<file path="src/rtl/aes_prng_reseed_ctrl.sv">
// -----------------------------------------------------------------------------
// aes_prng_reseed_ctrl
//
// Reseed scheduler and entropy prefetch buffer for the AES clearing PRNG.
//
// Scheduler:
//   Counts completed cipher blocks while idle and raises a reseed request to
//   the PRNG when the count reaches the selected threshold, or when software
//   pulses the trigger. The request is held until the PRNG acknowledges, and
//   then the block counter starts again from zero.
//
// Prefetch buffer:
//   A 2-entry FIFO that stays filled from EDN so that a PRNG reseed can draw
//   entropy words without waiting on a full EDN round trip. Words reach the
//   PRNG only while a reseed is in progress.
//
// Ports:
//   clk_i            clock
//   rst_i            synchronous active-high reset
//   block_done_i     one-cycle pulse per completed AES block
//   reseed_rate_i    00: every block, 01: every 64, 10: every 8192, 11: off
//   reseed_trigger_i software reseed pulse
//   busy_o           reseed in progress
//   reseed_req_o     reseed request to the PRNG (held until reseed_ack_i)
//   reseed_ack_i     reseed acknowledge from the PRNG
//   entropy_req_i    entropy word request from the PRNG
//   entropy_ack_o    entropy word acknowledge to the PRNG (combinational)
//   entropy_o        entropy word to the PRNG (FIFO head, 0 when empty)
//   edn_req_o        request to EDN (held until an accepted ack)
//   edn_ack_i        EDN acknowledge, edn_data_i valid
//   edn_data_i       EDN data word
// -----------------------------------------------------------------------------
module aes_prng_reseed_ctrl #(
  parameter int EntropyWidth = 32,
  // The buffer is fixed at 2 entries; pointer wrap below relies on a
  // power-of-two depth.
  parameter int FifoDepth    = 2
) (
  input  logic                    clk_i,
  input  logic                    rst_i,
  input  logic                    block_done_i,
  input  logic [1:0]              reseed_rate_i,
  input  logic                    reseed_trigger_i,
  output logic                    busy_o,
  output logic                    reseed_req_o,
  input  logic                    reseed_ack_i,
  input  logic                    entropy_req_i,
  output logic                    entropy_ack_o,
  output logic [EntropyWidth-1:0] entropy_o,
  output logic                    edn_req_o,
  input  logic                    edn_ack_i,
  input  logic [EntropyWidth-1:0] edn_data_i
);

  // ---------------------------------------------------------------------------
  // Local parameters and types
  // ---------------------------------------------------------------------------
  localparam int BlkCntW = 13;
  // One extra bit so that counter+1 can equal 8192 without wrapping.
  localparam int ThrW    = BlkCntW + 1;
  localparam int PtrW    = (FifoDepth > 1) ? $clog2(FifoDepth) : 1;
  localparam int FCntW   = $clog2(FifoDepth + 1);

  localparam logic [FCntW-1:0] FifoFull = FCntW'(FifoDepth);

  typedef enum logic {
    ST_IDLE   = 1'b0,
    ST_RESEED = 1'b1
  } state_e;

  // ---------------------------------------------------------------------------
  // Scheduler signals
  // ---------------------------------------------------------------------------
  state_e               r_state;
  state_e               w_state_nxt;
  logic [BlkCntW-1:0]   r_blk_cnt;
  logic [BlkCntW-1:0]   w_blk_cnt_nxt;
  logic [ThrW-1:0]      w_thresh;
  logic [ThrW-1:0]      w_blk_cnt_inc;
  logic                 w_auto_en;
  logic                 w_auto_fire;
  logic                 w_busy;

  // ---------------------------------------------------------------------------
  // Threshold decode
  // ---------------------------------------------------------------------------
  always_comb begin
    w_thresh  = '0;
    w_auto_en = 1'b1;
    unique case (reseed_rate_i)
      2'b00:   w_thresh = ThrW'(1);
      2'b01:   w_thresh = ThrW'(64);
      2'b10:   w_thresh = ThrW'(8192);
      default: w_auto_en = 1'b0;
    endcase
  end

  assign w_blk_cnt_inc = {1'b0, r_blk_cnt} + ThrW'(1);

  // Equality (not >=) is deliberate: after a rate change that leaves the
  // counter already at or past the new threshold, no auto-fire happens until
  // the counter wraps round to it again.
  assign w_auto_fire = (r_state == ST_IDLE) & block_done_i & w_auto_en &
                       (w_blk_cnt_inc == w_thresh);

  // ---------------------------------------------------------------------------
  // Scheduler FSM: next state, counter and outputs
  // ---------------------------------------------------------------------------
  // NOTE: every variable written here gets a default first, so no path
  // through the case statement can leave one unassigned and infer a latch.
  always_comb begin
    w_state_nxt   = r_state;
    w_blk_cnt_nxt = r_blk_cnt;
    w_busy        = 1'b0;

    unique case (r_state)
      ST_IDLE: begin
        // The counter advances on every block in IDLE, including the one
        // that fires; the counter wraps modulo 2^13 when auto-reseed is off.
        if (block_done_i) begin
          w_blk_cnt_nxt = w_blk_cnt_inc[BlkCntW-1:0];
        end
        // Trigger and auto-fire in the same cycle collapse into one reseed.
        if (w_auto_fire || reseed_trigger_i) begin
          w_state_nxt = ST_RESEED;
        end
      end

      ST_RESEED: begin
        // Blocks are not counted here and a trigger merges into the reseed
        // already in flight, so neither input is looked at in this state.
        w_busy = 1'b1;
        if (reseed_ack_i) begin
          w_state_nxt   = ST_IDLE;
          w_blk_cnt_nxt = '0;
        end
      end

      default: begin
        w_state_nxt   = ST_IDLE;
        w_blk_cnt_nxt = '0;
      end
    endcase
  end

  // NOTE: sequential state is updated with non-blocking assignments so every
  // register samples the pre-edge values, independent of statement order.
  always_ff @(posedge clk_i) begin
    if (rst_i) begin
      r_state   <= ST_IDLE;
      r_blk_cnt <= '0;
    end else begin
      r_state   <= w_state_nxt;
      r_blk_cnt <= w_blk_cnt_nxt;
    end
  end

  assign busy_o       = w_busy;
  assign reseed_req_o = w_busy;

  // ---------------------------------------------------------------------------
  // Entropy prefetch FIFO
  // ---------------------------------------------------------------------------
  logic [EntropyWidth-1:0] r_mem [FifoDepth];
  logic [PtrW-1:0]         r_wr_ptr;
  logic [PtrW-1:0]         r_rd_ptr;
  logic [FCntW-1:0]        r_count;
  logic                    w_not_empty;
  logic                    w_edn_req;
  logic                    w_push;
  logic                    w_pop;
  logic                    w_entropy_ack;

  assign w_not_empty = (r_count != '0);

  // Gating with rst_i abandons any outstanding EDN request during reset and
  // makes an edn_ack_i arriving in that window a no-op. Outside reset, the
  // request can only drop through a push that fills the buffer, so it is
  // never withdrawn before EDN acknowledges.
  assign w_edn_req = (r_count < FifoFull) & ~rst_i;

  // An ack while the request is low (buffer full or in reset) is ignored.
  assign w_push = w_edn_req & edn_ack_i;

  // Words are only served during a reseed; an empty buffer stalls the PRNG.
  assign w_entropy_ack = entropy_req_i & w_busy & w_not_empty;
  assign w_pop         = entropy_req_i & w_entropy_ack;

  always_ff @(posedge clk_i) begin
    if (rst_i) begin
      r_wr_ptr <= '0;
      r_rd_ptr <= '0;
      r_count  <= '0;
    end else begin
      if (w_push) begin
        r_wr_ptr <= r_wr_ptr + PtrW'(1);
      end
      if (w_pop) begin
        r_rd_ptr <= r_rd_ptr + PtrW'(1);
      end
      // Push and pop together leave the occupancy unchanged; the separate
      // pointers keep arrival order.
      unique case ({w_push, w_pop})
        2'b10:   r_count <= r_count + FCntW'(1);
        2'b01:   r_count <= r_count - FCntW'(1);
        default: r_count <= r_count;
      endcase
    end
  end

  // NOTE: the storage array has no reset; its contents are never observed
  // unless r_count says the entry is valid, and reset clears r_count.
  always_ff @(posedge clk_i) begin
    if (w_push) begin
      r_mem[r_wr_ptr] <= edn_data_i;
    end
  end

  // Registered storage means a pushed word reaches the head at the earliest
  // in the cycle after its edn_ack_i.
  assign entropy_o     = w_not_empty ? r_mem[r_rd_ptr] : '0;
  assign entropy_ack_o = w_entropy_ack;
  assign edn_req_o     = w_edn_req;

endmodule

</file>
<file path="config.mk">
export PLATFORM = sky130hd
export DESIGN_NAME = aes_prng_reseed_ctrl
export DESIGN_NICKNAME = d
export VERILOG_FILES = /design/src/rtl/aes_prng_reseed_ctrl.sv
export SDC_FILE = /design/constraint.sdc
export NUM_CORES = 1
export LEC_CHECK = 0
export CAP_MARGIN = 40
export CORE_UTILIZATION = 30
export DETAILED_ROUTE_END_ITERATION = 8
export PLACE_DENSITY = 0.61
export SLEW_MARGIN = 20
export SYNTH_ARGS = -nofsm -noshare
export SYNTH_HDL_FRONTEND = slang
export SYNTH_SLANG_ARGS = --single-unit
</file>
<file path="constraint.sdc">
create_clock -name clk_i -period 3.4 [get_ports clk_i]
set_clock_uncertainty 0.05 [all_clocks]
set_input_delay 0.68 -clock clk_i [delete_from_list [all_inputs] [get_ports clk_i]]
set_output_delay 0.68 -clock clk_i [all_outputs]
set_load 0.05 [all_outputs]
</file>
==> flow_metrics.py, run 1 <==
metrics = {
    "power_and_ir_drop": {
        "leakagePower_nw": 1.568,
        "p_int_mw": 1.858,
        "swShare": 0.2635,
        "pwr-share-clk": 0.386,
        "p_switching_uw": 664.7,
        "irDropWorstVdd_v": 0.0002656,
        "seq_power_share": 0.456,
        "total_power_mw": 2.522,
        "combPwrFrac": 0.158,
        "p_per_area_nw_per_um2": 516.9,
    },
    "drt": {
        "viasPerCell": 4.783,
        "antenna_left": 0,
        "drt_wl_total_mm": 7.463,
        "drt-initial-drc-count": 186,
        "post_drt_wl_per_cell_um": 14.35,
        "vias": 2487,
        "drc": 6,
        "firstDrtPassIters": 6,
    },
    "clocking": {
        "cts_buffers": 9,
        "insertion_delay_ns": 0.33,
        "path_clk_slew_ns": 0.06,
        "post_cts_buffers": 0,
        "cts_tree": "done",
        "h-tree-depth": 3,
        "cts_sinks": 83,
        "cts_hold_buf": 0,
        "root_buffer": "clkbuf_16",
        "postCtsResizedCells": 0,
        "cts.path.max_buffers": 2,
    },
    "synthesis": {
        "synthCells": 296,
        "synth_edf_count": 64,
        "syn_area_um2": 3631,
        "synth-compound-area-share": 0.06892,
        "synth_top_family_by_area": "simple AND/OR/NAND/NOR gates",
        "synth_top_area_cell": "edfxtp_1",
        "synth_top_area_share": 0.5293,
        "ys_top_cells_by_area": "edfxtp_1, dfxtp_1, mux2i_1, nor2_1, a21oi_1",
        "synth_cell_type_count": 43,
        "synth_top_flop_cell": "edfxtp_1",
        "yosys.area_share.simple": 0.1447,
        "ys_ff_latch": 83,
        "yosysSeqAreaShare": 0.6340,
        "yosys.area_share.xor_xnor": 0.01688,
        "synth_nets": 339,
        "avgSynthCellArea_um2": 12.27,
        "muxShareOfSynthArea": 0.1006,
        "async_flop_share": 0,
        "yosysWarnings": 0,
        "synth_fa_ha_area_frac": 0.006892,
    },
    "critical_path": {
        "cp_slowest_cell": "clkdlybuf4s50_1",
        "cp.required_ns": 2.67,
        "cp-start-kind": "register",
        "cp_cell_sequence": "buf_12, mux2i_1, nor2_1, clkdlybuf4s50_1",
        "crit_type": "register to output pin",
        "worstPathMaxFanout": 18,
        "crit_arrival_ns": 2.28,
        "crit_path_end_kind": "output pin",
        "reg2reg_slack_ns": 1.18,
        "critPathMaxStageDelay_ns": 0.82,
    },
    "timing": {
        "setup_tns_ns": 0,
        "drv_slew": 0,
        "final-setup-viol-count": 0,
        "fin_crit_sh": 0.8863,
        "final_hold_viol_count": 0,
        "fmaxAchievable_ghz": 0.3319,
        "fin_crit_ns": 3.013,
        "relSlewSlack": 0.4790,
        "tightest_slew_ns": 0.7796,
        "rsz0062_at_grt": "no",
        "finalWorstSetupSlack_ns": 0.3867,
    },
    "global_route": {
        "antenna_found_initial": 0,
        "grt_first_pass_wirelength_mm": 12.29,
        "grt_max_degree": 35,
        "first_global_vias": 2518,
        "globalRouteOverflowTotal": 0,
        "grt_use_total": 0.1267,
    },
    "final_layout": {
        "num_antenna_cells": 0,
        "regArea_um2": 2303,
        "drive_gt1_frac": 0.08488,
        "n_fill_cell": 1076,
        "areaGrowthSynthToFinish_pct": 34.39,
        "finalInstanceArea_um2": 4880,
        "final_common_cell": "clkdlybuf4s50_1",
        "nNetsFinal": 415,
        "mostFrequentLayoutCells": "clkdlybuf4s50_1, edfxtp_1, nor2_1",
        "multi_input_area_um2": 1244,
    },
    "floorplanning": {
        "dieArea_um2": 12550,
        "ios": 77,
        "rows": 39,
        "start_util": 0.3126,
        "die_w_um": 112.0,
        "die_height_um": 112.0,
        "core_um2": 11610,
    },
    "run_status": {
        "violations": "DRC",
        "status": "complete, but fails checks",
    },
    "place": {
        "dp_hpwl_mm": 5.057,
        "dp_slack_ns": 0.5574,
        "gp_congestion": 0.8518,
        "place_area_um2": 4577,
        "numPortBuffers": 76,
    },
    "run": {
        "cap_violations": 0,
    },
    "min_path": {
        "hp-class": "register to register",
    },
}
-- cell usage after synthesis (all sizes together), types with 6 or more instances --
master	n
o21ai	12
nor2	53
nand3	8
clkbuf	8
dfxtp	19
or3	6
nand2	11
a21oi	16
buf	10
mux2i	35
edfxtp	64
-- state kept, by name, summed over array words and instances (netlist names), named ones only --
signal     count
r_blk_cnt     13
r_count        2
r_mem         64
r_rd_ptr       1
r_state        1
r_wr_ptr       1
-- metrics by stage --
stage	utilization	hold WS (ns)	std cells
after floorplan	-	0.3951	296
after global routing	0.4202	0.4686	520
final	0.4202	0.4350	520
after detailed placement	0.3941	0.4220	504
after global placement	0.3941	0.4074	504
after CTS	0.4202	0.4313	520
-- critical path: cells and delay by family (launching register included) --
kind                   cells  cell delay [ns]
buffers and inverters      2             1.07
AND/OR/NAND/NOR            1             0.13
flip-flops                 1             0.65
multiplexers               1             0.10
-- metal layers --
| metal | GRT usage | wire (µm) | part of all wire | vias to the layer above |
|---|---|---|---|---|
| met2 | 0.2124 | 3655 | 0.49 | 64 |
| met5 | 0 | 0 | 0 | - |
| met4 | 0.05867 | 92 | 0.012 | 0 |
| met1 | 0.1576 | 3392 | 0.45 | 1171 |
| li1 | - | - | - | 1247 |
| met3 | 0.02592 | 322 | 0.043 | 5 |
-- logic make-up after synthesis --
family,after synthesis
simple gates,105
flops,83
compound gates,41
mux,36
buf+inv,22
xor+xnor,7
fa+ha+maj,2
-- area by class of cell --
class                      instances  share of cell area
clock buffer                      10             0.04692
clock inverter                     6             0.01513
inverter                           4            0.003077
multi-input combinational        191              0.2549
sequential                        83              0.4721
tap                              143             0.03667
timing repair buffer              83              0.1713
-- power by group through the flow --
stage / Combinational [mW] / Clock (mW) / Sequential, mW
floorplan: 0.235 / 0 / 1.17
global placement: 0.399 / 0 / 1.17
detailed placement: 0.402 / 0 / 1.17
CTS: 0.404 / 1.00 / 1.15
global route: 0.424 / 1.04 / 1.15
finish: 0.398 / 0.974 / 1.15
-- worst paths after layout --
kind	start	to	cells after the start
hold / removal	r_blk_cnt[12]	r_blk_cnt[12]	2
hold reg to reg	r_blk_cnt[12]	r_blk_cnt[12]	2
setup / recovery	register	entropy_o[23]	4
setup reg to reg	r_count[1]	r_count[1]	5
Power figures use the tool's default switching activity.
==> run 2, diff against run 1 <==
Settings changed: CAP_MARGIN 40 to 5.
==> results of run 2 <==
Final layout, timing and power as in run 1 (identical DEF).
==> run 3, diff against run 2 <==
--- a/constraint.sdc
+++ b/constraint.sdc
@@ -4,2 +4,2 @@
 set_output_delay 0.68 -clock clk_i [all_outputs]
-set_load 0.05 [all_outputs]
+set_load 0.01 [all_outputs]
==> flow_metrics.py, run 3 (synthesis results as in run 1) <==
metrics = {
    "run_status": {
        "status": "complete, but fails checks",
        "violations": "DRC",
    },
    "final_layout": {
        "largest_register": "r_mem",
        "drive_gt1_frac": 0.08488,
        "num_antenna_cells": 0,
        "reg_top3": "r_mem: 64 flops, r_blk_cnt: 13 flops, r_count: 2 flops",
        "mostFrequentLayoutCells": "clkdlybuf4s50_1, edfxtp_1, nor2_1",
        "finalInstanceArea_um2": 4838,
        "final_common_cell": "clkdlybuf4s50_1",
        "areaGrowthSynthToFinish_pct": 33.25,
        "nNetsFinal": 415,
        "largest_register_ff_count": 64,
    },
    "clocking": {
        "cts.path.max_buffers": 2,
        "cts_buffers": 9,
        "cts_sinks": 83,
        "root_buffer": "clkbuf_16",
        "insertion_delay_ns": 0.32,
        "path_clk_slew_ns": 0.06,
        "cts_hold_buf": 0,
        "h-tree-depth": 3,
        "post_cts_buffers": 0,
        "cts_tree": "done",
        "postCtsResizedCells": 0,
    },
    "timing": {
        "final_hold_viol_count": 0,
        "setup_tns_ns": 0,
        "rsz0062_at_grt": "no",
        "fin_crit_sh": 0.8590,
        "fmaxAchievable_ghz": 0.3424,
        "fin_crit_ns": 2.921,
        "tightest_slew_ns": 0.7601,
        "drv_slew": 0,
        "final-setup-viol-count": 0,
        "relSlewSlack": 0.4928,
    },
    "critical_path": {
        "cp.required_ns": 2.67,
        "cp-start-kind": "register",
        "worstPathMaxFanout": 18,
        "crit_path_end_kind": "output pin",
        "crit_type": "register to output pin",
        "crit_arrival_ns": 2.19,
    },
    "run": {
        "cap_violations": 0,
    },
    "floorplanning": {
        "core_um2": 11610,
        "start_util": 0.3126,
        "die_w_um": 112.0,
        "die_height_um": 112.0,
        "rows": 39,
        "dieArea_um2": 12550,
        "ios": 77,
    },
    "drt": {
        "vias": 2518,
        "drt-initial-drc-count": 184,
        "drt_wl_total_mm": 7.617,
        "firstDrtPassIters": 6,
        "drc": 6,
        "antenna_left": 0,
        "viasPerCell": 4.842,
        "post_drt_wl_per_cell_um": 14.65,
    },
    "global_route": {
        "first_global_vias": 2584,
        "grt_max_degree": 33,
        "globalRouteOverflowTotal": 0,
        "antenna_found_initial": 0,
        "grt_use_total": 0.1292,
        "grt_first_pass_wirelength_mm": 12.62,
    },
    "power_and_ir_drop": {
        "irDropWorstVdd_v": 0.0001909,
        "p_per_area_nw_per_um2": 481.5,
        "leakagePower_nw": 1.551,
        "total_power_mw": 2.330,
    },
    "place": {
        "place_area_um2": 4562,
        "dp_hpwl_mm": 5.211,
        "numPortBuffers": 76,
        "gp_congestion": 0.7787,
    },
    "min_path": {
        "hp-class": "register to register",
    },
}
## run 3: cell types whose count changed in the layout (fill, tap and decap cells not counted), sizes merged
cell           before  now
clkdlybuf4s50      75   76
buf                 8    7
bufinv              1    0
clkinv              1    3
clkbuf             10    9
## run 3: final timing paths
kind | cells past startpoint | slack, ns | to | start
worst max-delay path | 4 | 0.48 | entropy_o[2] | r_count[1]
worst min-delay path | 2 | 0.43 | r_blk_cnt[12] | r_blk_cnt[12]
worst max register to register | 5 | 1.31 | r_count[1] | r_count[1]
worst min register to register | 2 | 0.43 | r_blk_cnt[12] | r_blk_cnt[12]
## run 3: critical path: stages, from the launching register on
cell and delay, ns:
dfxtp_1 0.34, nor2_2 0.61, buf_4 0.35, nor2_1 0.08, clkdlybuf4s50_1 0.48
## run 3: metrics by stage
step / setup slack, ns / utilization / hold slack (ns) / std cells
2_1_floorplan: 0.5080 / - / 0.3951 / 296
3_3_place_gp: 0.6892 / 0.3928 / 0.4091 / 504
3_5_place_dp: 0.7087 / 0.3928 / 0.4149 / 504
4_1_cts: 0.4201 / 0.4166 / 0.4262 / 520
5_1_grt: 0.2765 / 0.4166 / 0.4964 / 520
6_report: 0.4794 / 0.4166 / 0.4264 / 520
## run 3: routing by layer
| metal | vias up | part of all wire | GRT usage |
|---|---|---|---|
| li1 | 1242 | - | - |
| met1 | 1192 | 0.45 | 0.1643 |
| met2 | 76 | 0.48 | 0.2133 |
| met3 | 8 | 0.051 | 0.02484 |
| met4 | 0 | 0.012 | 0.06044 |
| met5 | - | 0 | 0 |
## run 3: final cells by class
| class | count | area (µm²) |
|---|---|---|
| fillers | 1113 | 6775 |
| flip-flops and latches | 83 | 2303 |
| clock inverters | 7 | 51.30 |
| repair buffers | 83 | 825.8 |
| clock buffers | 9 | 225.2 |
| multi-input cells | 191 | 1239 |
| well taps | 143 | 178.9 |
| inverters | 4 | 15.01 |
## run 3: power breakdown
group,switching [mW],leakage [nW],internal (mW)
combinational,0.136,0.677,0.147
sequential,0.0174,0.742,1.13
clock,0.398,0.132,0.498
total,0.552,1.55,1.78
